**src/rtl/mem_stage_if.sv**
```systemverilog
// EX->MEM handshake, data-memory bus and writeback bundle for the memory stage.
// slave is the stage's view; master is the surrounding pipeline/memory side.
interface mem_stage_if;
  logic        valid_in;
  logic        ready_in;
  logic [31:0] ALU_result;
  logic [31:0] rdata2;
  logic [2:0]  funct3;
  logic        MemRead;
  logic        MemWrite;
  logic        MemtoReg;
  logic        RegWrite;
  logic [4:0]  rd;

  logic        dmem_req;
  logic        dmem_we;
  logic [31:0] dmem_addr;
  logic [31:0] dmem_wdata;
  logic [3:0]  dmem_be;
  logic [31:0] dmem_rdata;
  logic        dmem_ack;

  logic        wb_valid;
  logic [4:0]  wb_rd;
  logic        wb_RegWrite;
  logic [31:0] wb_data;
  logic        misalign_err;

  modport slave (
    input  valid_in, ALU_result, rdata2, funct3, MemRead, MemWrite, MemtoReg,
           RegWrite, rd, dmem_rdata, dmem_ack,
    output ready_in, dmem_req, dmem_we, dmem_addr, dmem_wdata, dmem_be,
           wb_valid, wb_rd, wb_RegWrite, wb_data, misalign_err
  );

  modport master (
    output valid_in, ALU_result, rdata2, funct3, MemRead, MemWrite, MemtoReg,
           RegWrite, rd, dmem_rdata, dmem_ack,
    input  ready_in, dmem_req, dmem_we, dmem_addr, dmem_wdata, dmem_be,
           wb_valid, wb_rd, wb_RegWrite, wb_data, misalign_err
  );
endinterface

```
**src/rtl/mem_stage.sv**
```systemverilog
// Memory pipeline stage: single-outstanding data-memory access with lane
// alignment, load extension, misalignment faulting and a registered writeback bundle.
module mem_stage (
  input  logic        clk,
  input  logic        rst_n,
  mem_stage_if.slave  bus
);

  typedef enum logic {IDLE, WAIT} state_t;

  state_t      state_q;
  logic        dmem_req_q, dmem_we_q;
  logic [31:0] dmem_addr_q, dmem_wdata_q;
  logic [3:0]  dmem_be_q;
  logic        wb_valid_q, wb_regwrite_q, misalign_q;
  logic [4:0]  wb_rd_q;
  logic [31:0] wb_data_q;

  // Context of the outstanding access, needed to shape the response
  logic [2:0]  funct3_q;
  logic [1:0]  lo_q;
  logic        is_load_q, regwrite_q;
  logic [4:0]  rd_q;

  logic        mem_op, is_store, fault_d;
  logic [1:0]  lo;
  logic [3:0]  be_d;
  logic [31:0] wdata_d, shifted, load_d;
  logic        unused_ok;

  assign bus.ready_in     = (state_q == IDLE) && rst_n;
  assign bus.dmem_req     = dmem_req_q;
  assign bus.dmem_we      = dmem_we_q;
  assign bus.dmem_addr    = dmem_addr_q;
  assign bus.dmem_wdata   = dmem_wdata_q;
  assign bus.dmem_be      = dmem_be_q;
  assign bus.wb_valid     = wb_valid_q;
  assign bus.wb_rd        = wb_rd_q;
  assign bus.wb_RegWrite  = wb_regwrite_q;
  assign bus.wb_data      = wb_data_q;
  assign bus.misalign_err = misalign_q;
  assign unused_ok        = bus.MemtoReg;

  // Request-side decode; MemRead&&MemWrite is treated as a store
  always_comb begin
    mem_op   = bus.MemRead | bus.MemWrite;
    is_store = bus.MemWrite;
    lo       = bus.ALU_result[1:0];
    fault_d  = 1'b0;
    if (bus.funct3[1:0] == 2'd1 && lo[0])      fault_d = 1'b1;
    if (bus.funct3[1:0] == 2'd2 && lo != 2'd0) fault_d = 1'b1;
    if (is_store && bus.funct3 > 3'd2)         fault_d = 1'b1;
    if (!is_store && (bus.funct3 == 3'd3 || bus.funct3 == 3'd6 || bus.funct3 == 3'd7))
      fault_d = 1'b1;
    case (bus.funct3[1:0])
      2'd0:    begin be_d = 4'b0001 << lo; wdata_d = {4{bus.rdata2[7:0]}};  end
      2'd1:    begin be_d = 4'b0011 << lo; wdata_d = {2{bus.rdata2[15:0]}}; end
      default: begin be_d = 4'b1111;       wdata_d = bus.rdata2;            end
    endcase
  end

  // Response-side lane select and extension
  always_comb begin
    shifted = bus.dmem_rdata >> {lo_q, 3'b000};
    case (funct3_q)
      3'd0:    load_d = {{24{shifted[7]}}, shifted[7:0]};
      3'd1:    load_d = {{16{shifted[15]}}, shifted[15:0]};
      3'd4:    load_d = {24'h0, shifted[7:0]};
      3'd5:    load_d = {16'h0, shifted[15:0]};
      default: load_d = bus.dmem_rdata;
    endcase
  end

  always_ff @(posedge clk) begin
    if (!rst_n) begin
      state_q       <= IDLE;
      dmem_req_q    <= 1'b0;
      dmem_we_q     <= 1'b0;
      dmem_addr_q   <= 32'h0;
      dmem_wdata_q  <= 32'h0;
      dmem_be_q     <= 4'b0;
      wb_valid_q    <= 1'b0;
      wb_regwrite_q <= 1'b0;
      misalign_q    <= 1'b0;
      wb_rd_q       <= 5'h0;
      wb_data_q     <= 32'h0;
      funct3_q      <= 3'h0;
      lo_q          <= 2'h0;
      is_load_q     <= 1'b0;
      regwrite_q    <= 1'b0;
      rd_q          <= 5'h0;
    end else begin
      wb_valid_q <= 1'b0;
      misalign_q <= 1'b0;
      case (state_q)
        IDLE: if (bus.valid_in) begin
          if (!mem_op) begin
            wb_valid_q    <= 1'b1;
            wb_data_q     <= bus.ALU_result;
            wb_rd_q       <= bus.rd;
            wb_regwrite_q <= bus.RegWrite;
          end else if (fault_d) begin
            wb_valid_q    <= 1'b1;
            wb_regwrite_q <= 1'b0;
            wb_rd_q       <= bus.rd;
            misalign_q    <= 1'b1;
          end else begin
            dmem_req_q    <= 1'b1;
            dmem_we_q     <= is_store;
            dmem_addr_q   <= {bus.ALU_result[31:2], 2'b00};
            dmem_be_q     <= be_d;
            dmem_wdata_q  <= wdata_d;
            funct3_q      <= bus.funct3;
            lo_q          <= lo;
            is_load_q     <= !is_store;
            regwrite_q    <= bus.RegWrite;
            rd_q          <= bus.rd;
            state_q       <= WAIT;
          end
        end
        WAIT: if (bus.dmem_ack) begin
          dmem_req_q    <= 1'b0;
          dmem_we_q     <= 1'b0;
          wb_valid_q    <= 1'b1;
          wb_rd_q       <= rd_q;
          wb_regwrite_q <= is_load_q && regwrite_q;
          wb_data_q     <= is_load_q ? load_d : 32'h0;
          state_q       <= IDLE;
        end
        default: state_q <= IDLE;
      endcase
    end
  end

endmodule
```
**src/flat_wrapper.sv**
```systemverilog
// flat-port wrapper written by rule: the top's interface ports become plain ports
module mem_stage_flat 
  (clk, rst_n, bus_valid_in, bus_ALU_result, bus_rdata2, bus_funct3, bus_MemRead, bus_MemWrite, bus_MemtoReg, bus_RegWrite, bus_rd, bus_dmem_rdata, bus_dmem_ack, bus_ready_in, bus_dmem_req, bus_dmem_we, bus_dmem_addr, bus_dmem_wdata, bus_dmem_be, bus_wb_valid, bus_wb_rd, bus_wb_RegWrite, bus_wb_data, bus_misalign_err);
  mem_stage_if bus_i ();
  input  logic clk;
  input  logic rst_n;
  input wire logic [$bits(bus_i.valid_in)-1:0] bus_valid_in;
  input wire logic [$bits(bus_i.ALU_result)-1:0] bus_ALU_result;
  input wire logic [$bits(bus_i.rdata2)-1:0] bus_rdata2;
  input wire logic [$bits(bus_i.funct3)-1:0] bus_funct3;
  input wire logic [$bits(bus_i.MemRead)-1:0] bus_MemRead;
  input wire logic [$bits(bus_i.MemWrite)-1:0] bus_MemWrite;
  input wire logic [$bits(bus_i.MemtoReg)-1:0] bus_MemtoReg;
  input wire logic [$bits(bus_i.RegWrite)-1:0] bus_RegWrite;
  input wire logic [$bits(bus_i.rd)-1:0] bus_rd;
  input wire logic [$bits(bus_i.dmem_rdata)-1:0] bus_dmem_rdata;
  input wire logic [$bits(bus_i.dmem_ack)-1:0] bus_dmem_ack;
  output wire logic [$bits(bus_i.ready_in)-1:0] bus_ready_in;
  output wire logic [$bits(bus_i.dmem_req)-1:0] bus_dmem_req;
  output wire logic [$bits(bus_i.dmem_we)-1:0] bus_dmem_we;
  output wire logic [$bits(bus_i.dmem_addr)-1:0] bus_dmem_addr;
  output wire logic [$bits(bus_i.dmem_wdata)-1:0] bus_dmem_wdata;
  output wire logic [$bits(bus_i.dmem_be)-1:0] bus_dmem_be;
  output wire logic [$bits(bus_i.wb_valid)-1:0] bus_wb_valid;
  output wire logic [$bits(bus_i.wb_rd)-1:0] bus_wb_rd;
  output wire logic [$bits(bus_i.wb_RegWrite)-1:0] bus_wb_RegWrite;
  output wire logic [$bits(bus_i.wb_data)-1:0] bus_wb_data;
  output wire logic [$bits(bus_i.misalign_err)-1:0] bus_misalign_err;
  assign bus_i.valid_in = bus_valid_in;
  assign bus_i.ALU_result = bus_ALU_result;
  assign bus_i.rdata2 = bus_rdata2;
  assign bus_i.funct3 = bus_funct3;
  assign bus_i.MemRead = bus_MemRead;
  assign bus_i.MemWrite = bus_MemWrite;
  assign bus_i.MemtoReg = bus_MemtoReg;
  assign bus_i.RegWrite = bus_RegWrite;
  assign bus_i.rd = bus_rd;
  assign bus_i.dmem_rdata = bus_dmem_rdata;
  assign bus_i.dmem_ack = bus_dmem_ack;
  assign bus_ready_in = bus_i.ready_in;
  assign bus_dmem_req = bus_i.dmem_req;
  assign bus_dmem_we = bus_i.dmem_we;
  assign bus_dmem_addr = bus_i.dmem_addr;
  assign bus_dmem_wdata = bus_i.dmem_wdata;
  assign bus_dmem_be = bus_i.dmem_be;
  assign bus_wb_valid = bus_i.wb_valid;
  assign bus_wb_rd = bus_i.wb_rd;
  assign bus_wb_RegWrite = bus_i.wb_RegWrite;
  assign bus_wb_data = bus_i.wb_data;
  assign bus_misalign_err = bus_i.misalign_err;
  mem_stage u_core (.clk(clk), .rst_n(rst_n), .bus(bus_i));
endmodule
```
**config.mk**
```make
export PLATFORM = sky130hd
export DESIGN_NAME = mem_stage_flat
export DESIGN_NICKNAME = d
export VERILOG_FILES = /design/src/rtl/mem_stage_if.sv /design/src/rtl/mem_stage.sv /design/src/flat_wrapper.sv
export SDC_FILE = /design/constraint.sdc
export NUM_CORES = 1
export LEC_CHECK = 0
export CORE_AREA = 2 2 136 138
export CTS_BUF_LIST = sky130_fd_sc_hd__clkbuf_8
export DETAILED_ROUTE_END_ITERATION = 7
export DIE_AREA = 0 0 138 140
export GPL_TIMING_DRIVEN = 0
export HOLD_SLACK_MARGIN = 0.06
export PLACE_DENSITY = 0.64
export SLEW_MARGIN = 0
export SYNTH_ARGS = -nofsm -noshare
export SYNTH_HDL_FRONTEND = slang
export SYNTH_SLANG_ARGS = --single-unit
```
**constraint.sdc**
```tcl
create_clock -name clk -period 6.3 [get_ports clk]
set_clock_uncertainty 0.05 [all_clocks]
set_input_delay 1.89 -clock clk [delete_from_list [all_inputs] [get_ports clk]]
set_output_delay 1.89 -clock clk [all_outputs]
set_load 0.02 [all_outputs]
```
Word level (Yosys, flattened, before mapping)
Index checks and enable logic that the tools add are counted.
- reduce and logical (&&, ||, !) cells: 17
- shift-type cells: 3
- equality and inequality tests: 14
- multiplexer cells: 41
- bitwise operators: 6
- $lt $le $gt $ge: 1
- operators by type and width (operator ; number):
    2-to-1 mux 32 bit ; 4
    case mux 32 bit (2 select lines) ; 2
    case mux 32 bit (4 select lines) ; 1
    >> shifter 32 x 5 -> 16 bit ; 1
    2-to-1 mux 1 bit ; 23
    2-to-1 mux 5 bit ; 4
    == test 3 bit, second input constant ; 4
    case mux 1 bit (2 select lines) ; 5
    case mux 5 bit (2 select lines) ; 1
    inequality test 2 bit, second input constant ; 4
    case mux 4 bit (2 select lines) ; 1
    AND reduction 4 bit ; 2
    logical AND 1 bit ; 6
    AND reduction 3 bit ; 2
    inverter 1 bit ; 5
    OR reduction 4 bit ; 1
    left shift 1 x 2 -> 4 bit, first input constant ; 1
    left shift 2 x 2 -> 4 bit, first input constant ; 1
    == test 3 x 1 -> 1 bit, second input constant ; 1
    == test 3 x 2 -> 1 bit, second input constant ; 1
    greater-than comparator 3 x 2 -> 1 bit, second input constant ; 1
    logical NOT 3 bit ; 1
    inequality test 3 bit, second input constant ; 1
    == test 2 x 1 -> 1 bit, second input constant ; 1
    other kinds (7) ; 8
- logic and storage cells: 98
- input bits: 112
- output and inout bits: 111
- flip-flop bits (word level): 121

Longest topological paths before layout
Gate-level depths: netlist of the first run.
- word-level depth: 10
- gate-level depth with buffers: 7
- mapped depth without buffers: 4

Least setup slack after synthesis of the first run
Ideal clock, no wire load.
- kind: input -> output
- start: input rst_n
- end: output bus_ready_in
- data required time: 4360 ps
- cell stages on the path: 5
- data arrival time: 2855 ps
- slack: 1505 ps
- path through: clkbuf_1 > inv_1 > clkbuf_1 > buf_1 > nor2_1
- longest elaborated chain between the ends: 1
- ends and longest elaborated chain (what ; RTL line ; RTL):
    start: declaration ; flat_wrapper.sv:6 ; input logic rst_n;
    logical AND 1 bit ; mem_stage.sv:31 ; assign bus.ready_in = (state_q == IDLE) && rst_n;
    end: declaration ; flat_wrapper.sv:18 ; output wire logic [$bits(bus_i.ready_in)-1:0] bus_ready_in;
No other way between the ends.

Worst setup path in the final report of the first run
Same ends and word-level chain as after synthesis.

==> results of run 1 <==
==> through the flow <==
step	instances	area, sq um	total power [mW]
after floorplan	681	5580	1.03
after global placement	1126	8030	1.24
after detailed placement	1126	8030	1.24
after CTS	1158	8480	2.04
after global routing	1158	8480	2.11
final	1158	8480	2.03
==> worst max-delay path: stages <==
cell and delay, ns:
sky130_fd_sc_hd__clkdlybuf4s50_1 0.50, sky130_fd_sc_hd__clkbuf_1 0.37, sky130_fd_sc_hd__inv_1 0.13, sky130_fd_sc_hd__clkbuf_1 0.29
sky130_fd_sc_hd__clkbuf_2 0.29, sky130_fd_sc_hd__nor2_1 0.12, sky130_fd_sc_hd__clkdlybuf4s50_1 0.61
==> cell type report <==
cell class,count,area (sq um),area share
Tap cell,229,287,0.0338
Clock buffer,20,275,0.0325
Multi-Input combinational cell,483,2810,0.331
Timing Repair Buffer,216,2160,0.255
Buffer,62,297,0.0350
Clock inverter,12,171,0.0202
Sequential cell,121,2420,0.286
Inverter,15,56.3,0.00664
==> worst max-delay path by stage <==
stage	startpoint	slack (ns)	to
after floorplan	rst_n	1.50	bus_ready_in
after CTS	rst_n	0.06	bus_ready_in
after detailed placement	rst_n	0.07	bus_ready_in
after global placement	rst_n	0.05	bus_ready_in
final	rst_n	0.15	bus_ready_in
after global routing	rst_n	0.02	bus_ready_in
==> report_power, final <==
group | total (mW) | internal (mW) | switching (mW)
Sequential | 0.828 | 0.806 | 0.0223
Clock | 0.799 | 0.460 | 0.339
Combinational | 0.400 | 0.188 | 0.212
==> synth_stat cells <==
| library cell | number | area share |
|---|---|---|
| sky130_fd_sc_hd__nor3_2 | 1 | 0.0018 |
| sky130_fd_sc_hd__buf_6 | 3 | 0.0061 |
| sky130_fd_sc_hd__o32ai_1 | 1 | 0.0016 |
| sky130_fd_sc_hd__or4b_4 | 1 | 0.0025 |
| sky130_fd_sc_hd__a221oi_1 | 24 | 0.038 |
| sky130_fd_sc_hd__nor4_4 | 2 | 0.0076 |
| sky130_fd_sc_hd__o22ai_1 | 6 | 0.0067 |
| sky130_fd_sc_hd__o2111ai_1 | 1 | 0.0016 |
| sky130_fd_sc_hd__a221o_1 | 8 | 0.014 |
| sky130_fd_sc_hd__o211ai_1 | 2 | 0.0027 |
| sky130_fd_sc_hd__a211oi_1 | 14 | 0.019 |
| sky130_fd_sc_hd__nor2b_1 | 10 | 0.011 |
| sky130_fd_sc_hd__inv_1 | 15 | 0.010 |
| sky130_fd_sc_hd__nand2b_1 | 4 | 0.0045 |
| sky130_fd_sc_hd__o221ai_1 | 2 | 0.0031 |
| sky130_fd_sc_hd__nor4b_1 | 2 | 0.0031 |
| sky130_fd_sc_hd__mux2_2 | 16 | 0.032 |
| sky130_fd_sc_hd__and2_1 | 1 | 0.0011 |
| sky130_fd_sc_hd__a21oi_1 | 103 | 0.092 |
| sky130_fd_sc_hd__nand3b_1 | 8 | 0.011 |
| sky130_fd_sc_hd__nand2_1 | 120 | 0.081 |
| sky130_fd_sc_hd__and3_1 | 9 | 0.010 |
| sky130_fd_sc_hd__mux2i_1 | 21 | 0.038 |
| sky130_fd_sc_hd__a221oi_2 | 1 | 0.0027 |
| sky130_fd_sc_hd__nor2_1 | 41 | 0.028 |
| sky130_fd_sc_hd__o221a_2 | 1 | 0.0020 |
| sky130_fd_sc_hd__buf_4 | 5 | 0.0067 |
| sky130_fd_sc_hd__conb_1 | 1 | 0.00067 |
| sky130_fd_sc_hd__dfxtp_1 | 121 | 0.43 |
| sky130_fd_sc_hd__a31oi_1 | 4 | 0.0045 |
| sky130_fd_sc_hd__clkbuf_1 | 34 | 0.023 |
| sky130_fd_sc_hd__or3_1 | 6 | 0.0067 |
| sky130_fd_sc_hd__o311ai_1 | 1 | 0.0016 |
| sky130_fd_sc_hd__nor3_1 | 3 | 0.0027 |
| sky130_fd_sc_hd__buf_1 | 3 | 0.0020 |
| sky130_fd_sc_hd__o211a_1 | 1 | 0.0018 |
| sky130_fd_sc_hd__o221ai_2 | 1 | 0.0027 |
| sky130_fd_sc_hd__o21ai_0 | 52 | 0.047 |
| sky130_fd_sc_hd__o21ba_2 | 1 | 0.0018 |
| sky130_fd_sc_hd__buf_2 | 17 | 0.015 |
| sky130_fd_sc_hd__and2_0 | 1 | 0.0011 |
| sky130_fd_sc_hd__a311oi_1 | 9 | 0.014 |
| sky130_fd_sc_hd__nand3_1 | 1 | 0.00090 |
| sky130_fd_sc_hd__or3b_2 | 2 | 0.0031 |
==> metal layers <==
layer,up-vias,share of wire,global-route usage
li1,2905,-,-
met1,2807,0.44,0.289
met2,270,0.46,0.360
met3,38,0.089,0.0827
met4,0,0.017,0.0623
met5,-,0,0
==> cells in the final DEF (no fill, tap or decap), types with 2 or more instances in the layout <==
cell / instances
sky130_fd_sc_hd__mux2_2: 16
sky130_fd_sc_hd__nor2_1: 41
sky130_fd_sc_hd__buf_6: 3
sky130_fd_sc_hd__o22ai_1: 6
sky130_fd_sc_hd__buf_1: 2
sky130_fd_sc_hd__a221o_1: 8
sky130_fd_sc_hd__nor4b_1: 2
sky130_fd_sc_hd__dfxtp_1: 121
sky130_fd_sc_hd__inv_1: 15
sky130_fd_sc_hd__o21ai_0: 52
sky130_fd_sc_hd__conb_1: 2
sky130_fd_sc_hd__clkdlybuf4s50_1: 216
sky130_fd_sc_hd__nor3_1: 3
sky130_fd_sc_hd__a211oi_1: 14
sky130_fd_sc_hd__clkbuf_1: 34
sky130_fd_sc_hd__nand2b_1: 4
sky130_fd_sc_hd__and3_1: 9
sky130_fd_sc_hd__clkbuf_8: 20
sky130_fd_sc_hd__o221ai_1: 2
sky130_fd_sc_hd__a311oi_1: 9
sky130_fd_sc_hd__a31oi_1: 4
sky130_fd_sc_hd__mux2i_1: 21
sky130_fd_sc_hd__or3_1: 6
sky130_fd_sc_hd__a221oi_1: 24
sky130_fd_sc_hd__a21oi_1: 103
sky130_fd_sc_hd__buf_2: 17
sky130_fd_sc_hd__bufinv_16: 4
sky130_fd_sc_hd__nand2_1: 120
sky130_fd_sc_hd__clkinvlp_4: 3
sky130_fd_sc_hd__or3b_2: 2
sky130_fd_sc_hd__o211ai_1: 2
sky130_fd_sc_hd__buf_4: 5
sky130_fd_sc_hd__nand3b_1: 8
sky130_fd_sc_hd__nor2b_1: 10
sky130_fd_sc_hd__nor4_4: 2
sky130_fd_sc_hd__clkinv_2: 4
==> registers in the layout (all words and copies together), names as in the netlist, 2 cells and up <==
signal                 cells
u_core.lo_q                2
u_core.bus.wb_rd           5
u_core.rd_q                5
u_core.funct3_q            3
u_core.bus.wb_data        32
u_core.bus.dmem_addr      30
u_core.bus.dmem_wdata     32
u_core.bus.dmem_be         4
==> kinds of logic after synthesis <==
group / synth area share
and+or+nand+nor: 0.176
DFF: 0.434
muxes: 0.0700
buffers and inverters: 0.0630
other: 0.000672
AOI/OAI and AO/OA: 0.257
==> load_flow_metrics.sql, run 1 <==
INSERT INTO impl_metrics (metric_group, metric, value, unit) VALUES
('outcome', 'run_status', 'finished clean', ''),
('clocking', 'cts_root_buffer', 'sky130_fd_sc_hd__clkbuf_8', ''),
('synthesis', 'postSynthRegisterBits', '121', ''),
('placement', 'preCtsSetupSlack', '0.0665', 'ns'),
('worst_setup_path', 'critical_path_required', '4.36', 'ns'),
('placement', 'gp_congestion', '0.882', ''),
('synthesis', 'seq_area_frac_synth', '0.434', ''),
('hold_path', 'worst_hold_startpoint', 'u_core.rd_q[4]', ''),
('timing', 'final-setup-viol-count', '0', ''),
('clocking', 'clk_pin_slew_worst_paths', '0.07', 'ns'),
('hold_path', 'worstHoldPathType', 'reg -> reg', ''),
('timing', 'fin_worst_hold_slack', '0.405', 'ns'),
('detailed_routing', 'drtPass1Iterations', '5', ''),
('clocking', 'cts_hold_repair.buffers', '0', ''),
('worst_setup_path', 'cp_max_fo', '10', ''),
('synthesis', 'synth_warn', '0', ''),
('worst_setup_path', 'kind_of_start_point_of_the_critical_path', 'input port', ''),
('worst_setup_path', 'r2r_start', 'u_core.state_q', ''),
('timing', 'fmaxAchievable', '0.163', 'GHz'),
('floorplanning', 'die_y', '140', 'um'),
('detailed_routing', 'ant_nets', '0', ''),
('pwr', 'power.density_cell_area', '239', 'nW/um^2'),
('pwr', 'vdd_ir_drop_max', '149', 'uV'),
('synthesis', 'netlist-cell-type-count', '44', ''),
('hold_path', 'min_to', 'u_core.rd_q[4]', ''),
('synthesis', 'synthesized_instance_count', '680', ''),
('final_layout', 'nets', '1028', ''),
('final_layout', 'layout-area-overhead-vs-synth', '52.0', '%'),
('timing', 'post-route-min-period', '6.15', 'ns'),
('floorplanning', 'num_io_pins', '223', ''),
('detailed_routing', 'drt_first_iter_violations', '389', ''),
('placement', 'detailed_place_hpwl', '16800', 'um'),
('timing', 'rsz0062_at_grt', 'no', ''),
('final_layout', 'final.fill_count', '1744', ''),
('timing', 'postLayoutSetupSlackWorst', '0.152', 'ns'),
('detailed_routing', 'vias', '6020', ''),
('global_route', 'total_track_usage', '0.226', ''),
('detailed_routing', 'detail_route.vias_per_cell', '5.20', ''),
('synthesis', 'average_footprint_of_a_synthesized_cell', '8.21', 'sq um'),
('timing', 'timing.slew.headroom', '0.509', ''),
('global_route', 'pin_count_of_the_biggest_net_entering_global_routing', '17', ''),
('clocking', 'ctsResizeCount', '0', ''),
('floorplanning', 'die_width', '138', 'um'),
('worst_setup_path', 'worst_r2r_endpoint', 'u_core.bus.wb_data[23]', ''),
('global_route', 'first_pass_grt_wire_length', '33900', 'um'),
('final_layout', 'postLayoutCoreUtil', '0.477', ''),
('global_route', 'overflow_after_grt', '0', ''),
('timing', 'worst_slew_pin_slew', '0.737', 'ns'),
('global_route', 'initial_antenna_violation_count', '0', ''),
('final_layout', 'antenna_cells_inserted', '0', ''),
('hold_path', 'worst_hold_path.num_cells', '2', ''),
('pwr', 'static_leakage_power', '3.03', 'nW'),
('worst_setup_path', 'worst_r2r_path_depth', '6', ''),
('timing', 'final_hold_viol_count', '0', ''),
('floorplanning', 'initial_utilization', '0.314', ''),
('synthesis', 'synth.cell_area', '5580', 'sq um'),
('worst_setup_path', 'reg2reg_slack', '4.05', 'ns'),
('timing', 'slew_viol_final', '0', ''),
('clocking', 'cts_max_level', '4', ''),
('detailed_routing', 'drt_drc_violations_left', '0', ''),
('timing', 'period_share', '0.976', ''),
('placement', 'port_buffers', '216', ''),
('detailed_routing', 'routed_wire_length_per_instance', '19.2', 'um'),
('clocking', 'tritoncts', 'yes', ''),
('clocking', 'cts-buffers-inserted', '17', ''),
('timing', 'finalSetupTns', '0', 'ns'),
('clocking', 'max-clock-path-buffers', '2', ''),
('job', 'max_cap_viol_count', '0', ''),
('clocking', 'numClockSinks', '121', ''),
('worst_setup_path', 'crit_path_end_kind', 'output pin', ''),
('worst_setup_path', 'critical_path_class', 'in -> out', ''),
('global_route', 'first_global_vias', '5859', ''),
('detailed_routing', 'wirelength', '22200', 'um'),
('floorplanning', 'dieArea', '19300', 'sq um'),
('clocking', 'post_cts_repair_setup_buffers', '0', ''),
('clocking', 'worstSkewPairLatency', '0.45', 'ns'),
('final_layout', 'layout-drive-gt1-share', '0.0904', ''),
('worst_setup_path', 'crit_arrival', '4.21', 'ns'),
('floorplanning', 'core_area', '17800', 'sq um'),
('floorplanning', 'rows', '49', '');
Power figures use the tool's default switching activity.
==> run 2: changes to the inputs <==
--- a/config.mk
+++ b/config.mk
@@ -5,11 +5,11 @@
 export SDC_FILE = /design/constraint.sdc
 export NUM_CORES = 1
 export LEC_CHECK = 0
+export CAP_MARGIN = 20
 export CORE_AREA = 2 2 136 138
 export CTS_BUF_LIST = sky130_fd_sc_hd__clkbuf_8
 export DETAILED_ROUTE_END_ITERATION = 7
 export DIE_AREA = 0 0 138 140
-export GPL_TIMING_DRIVEN = 0
 export HOLD_SLACK_MARGIN = 0.06
 export PLACE_DENSITY = 0.64
 export SLEW_MARGIN = 0
==> load_flow_metrics.sql, run 2 (synthesis results as in run 1) <==
INSERT INTO impl_metrics (metric_group, metric, value, unit) VALUES
('floorplanning', 'num_io_pins', '223', ''),
('timing', 'finalSetupTns', '0', 'ns'),
('pwr', 'power.share.clock', '0.393', ''),
('worst_setup_path', 'startpoint', 'rst_n', ''),
('detailed_routing', 'detail_route.vias_per_cell', '5.18', ''),
('worst_setup_path', 'r2r_start', 'u_core.state_q', ''),
('hold_path', 'worst_hold_startpoint', 'u_core.bus.dmem_addr[8]', ''),
('clocking', 'cts_root_buffer', 'sky130_fd_sc_hd__clkbuf_8', ''),
('timing', 'slew_viol_final', '0', ''),
('worst_setup_path', 'worst_path_cell_chain', 'clkdlybuf4s50_1, inv_2, nor2_1, clkdlybuf4s50_1', ''),
('final_layout', 'layout-drive-gt1-share', '0.0770', ''),
('final_layout', 'mostFrequentLayoutCells', 'sky130_fd_sc_hd__clkdlybuf4s50_1 (219), sky130_fd_sc_hd__dfxtp_1 (121), sky130_fd_sc_hd__nand2_1 (120), sky130_fd_sc_hd__a21oi_1 (103), sky130_fd_sc_hd__o21ai_0 (52)', ''),
('clocking', 'cts-buffers-inserted', '17', ''),
('global_route', 'first_global_vias', '5477', ''),
('worst_setup_path', 'crit_path_end_kind', 'output pin', ''),
('floorplanning', 'dieArea', '19300', 'sq um'),
('worst_setup_path', 'timing.critical_path.slowest_cell_delay', '0.64', 'ns'),
('timing', 'timing.slew.headroom', '0.303', ''),
('final_layout', 'nets', '982', ''),
('pwr', 'combinationalPowerShare', '0.192', ''),
('worst_setup_path', 'reg2reg_slack', '3.74', 'ns'),
('pwr', 'cellInternalPower', '1.46', 'mW'),
('pwr', 'sw_frac_of_total', '0.271', ''),
('clocking', 'max-clock-path-buffers', '2', ''),
('clocking', 'numClockSinks', '121', ''),
('timing', 'worst_slew_pin_slew', '1.04', 'ns'),
('worst_setup_path', 'critical_path_required', '4.36', 'ns'),
('clocking', 'clk_pin_slew_worst_paths', '0.06', 'ns'),
('timing', 'post-route-min-period', '5.13', 'ns'),
('worst_setup_path', 'worst_r2r_path_depth', '5', ''),
('worst_setup_path', 'worst_r2r_endpoint', 'u_core.bus.wb_data[10]', ''),
('clocking', 'post_cts_repair_setup_buffers', '0', ''),
('global_route', 'overflow_after_grt', '0', ''),
('pwr', 'vdd_ir_drop_max', '124', 'uV'),
('worst_setup_path', 'path_common_cell', 'sky130_fd_sc_hd__clkdlybuf4s50_1', ''),
('timing', 'period_share', '0.814', ''),
('placement', 'placed_area', '7900', 'sq um'),
('floorplanning', 'die_width', '138', 'um'),
('worst_setup_path', 'cp_max_fo', '2', ''),
('pwr', 'power.sequential.fraction', '0.415', ''),
('global_route', 'pin_count_of_the_biggest_net_entering_global_routing', '84', ''),
('final_layout', 'layout-area-overhead-vs-synth', '50.0', '%'),
('job', 'max_cap_viol_count', '0', ''),
('clocking', 'ctsResizeCount', '0', ''),
('pwr', 'power.switching', '0.544', 'mW'),
('final_layout', 'layoutNonFillerInstCount', '1112', ''),
('final_layout', 'finish.instance_area', '8370', 'sq um'),
('global_route', 'first_pass_grt_wire_length', '31200', 'um'),
('floorplanning', 'initial_utilization', '0.314', ''),
('pwr', 'power.density_cell_area', '239', 'nW/um^2'),
('final_layout', 'antenna_cells_inserted', '0', ''),
('final_layout', 'final.fill_count', '1769', ''),
('timing', 'final-setup-viol-count', '0', ''),
('timing', 'final_hold_viol_count', '0', ''),
('detailed_routing', 'vias', '5762', ''),
('placement', 'detailed_place_hpwl', '14000', 'um'),
('final_layout', 'final_common_cell', 'sky130_fd_sc_hd__clkdlybuf4s50_1', ''),
('detailed_routing', 'ant_nets', '0', ''),
('floorplanning', 'core_area', '17800', 'sq um'),
('outcome', 'run_status', 'finished clean', ''),
('pwr', 'static_leakage_power', '2.97', 'nW'),
('detailed_routing', 'routed_wire_length_per_instance', '18.2', 'um'),
('floorplanning', 'rows', '49', ''),
('placement', 'port_buffers', '219', ''),
('clocking', 'worstSkewPairLatency', '0.44', 'ns'),
('floorplanning', 'die_y', '140', 'um'),
('detailed_routing', 'wirelength', '20300', 'um'),
('worst_setup_path', 'kind_of_start_point_of_the_critical_path', 'input port', ''),
('detailed_routing', 'drtPass1Iterations', '5', ''),
('clocking', 'cts_max_level', '4', ''),
('global_route', 'initial_antenna_violation_count', '0', ''),
('placement', 'gp_congestion', '0.820', ''),
('worst_setup_path', 'critical_path_class', 'in -> out', ''),
('hold_path', 'worstHoldPathType', 'reg -> reg', ''),
('timing', 'fmaxAchievable', '0.195', 'GHz'),
('hold_path', 'worst_hold_path.num_cells', '2', ''),
('clocking', 'cts_hold_repair.buffers', '0', ''),
('global_route', 'total_track_usage', '0.205', ''),
('worst_setup_path', 'cpMaxStageDelayCell', 'sky130_fd_sc_hd__clkdlybuf4s50_1', ''),
('worst_setup_path', 'crit_arrival', '3.19', 'ns'),
('timing', 'rsz0062_at_grt', 'no', ''),
('placement', 'numPlacedInstances', '1078', ''),
('clocking', 'tritoncts', 'yes', ''),
('detailed_routing', 'drt_first_iter_violations', '340', ''),
('detailed_routing', 'drt_drc_violations_left', '0', ''),
('hold_path', 'min_to', 'u_core.bus.dmem_addr[8]', '');
==> run 2: per-layer routing <==
metal | share of wire | global-route usage | up-vias
li1 | - | - | 2813
met1 | 0.43 | 0.256 | 2674
met2 | 0.46 | 0.333 | 251
met3 | 0.094 | 0.0721 | 24
met4 | 0.016 | 0.0628 | 0
met5 | 0 | 0 | -
==> run 2: per-stage QoR <==
stage	power, mW	hold slack [ns]	setup slack (ns)	util
finish	2.00	0.404	1.17	0.471
global route	2.09	0.422	1.14	0.471
CTS	2.02	0.406	1.17	0.469
detailed placement	1.23	0.397	1.18	0.444
global placement	1.23	0.391	1.18	0.444
floorplan	1.03	0.386	1.50	-
==> run 2: area by class of cell <==
cell class,instances,area [sq um],share of cell area
clock buffers,21,289,0.0345
clock inverters,11,153,0.0182
inverters,15,56.3,0.00673
multi-input cells,483,2830,0.338
flip-flops and latches,121,2420,0.289
well taps,229,287,0.0342
repair buffers,232,2330,0.279
==> run 2: power groups by stage <==
| stage | combinational [mW] | clock (mW) | sequential [mW] |
|---|---|---|---|
| 3_5_place_dp | 0.384 | 0 | 0.848 |
| 3_3_place_gp | 0.383 | 0 | 0.847 |
| 2_1_floorplan | 0.140 | 0 | 0.889 |
| 5_1_grt | 0.415 | 0.838 | 0.835 |
| 6_report | 0.385 | 0.787 | 0.830 |
| 4_1_cts | 0.385 | 0.803 | 0.831 |
==> run 2: worst max path at each step <==
stage	endpoint	slack [ns]
2_1_floorplan	bus_ready_in	1.50
3_3_place_gp	bus_ready_in	1.18
3_5_place_dp	bus_ready_in	1.18
4_1_cts	bus_ready_in	1.17
5_1_grt	bus_ready_in	1.14
6_report	bus_ready_in	1.17
==> run 2: worst max-delay path, delay by kind of cell <==
family	cells	cell delay, ns
buffers and inverters	3	1.20
AND/OR/NAND/NOR	1	0.10
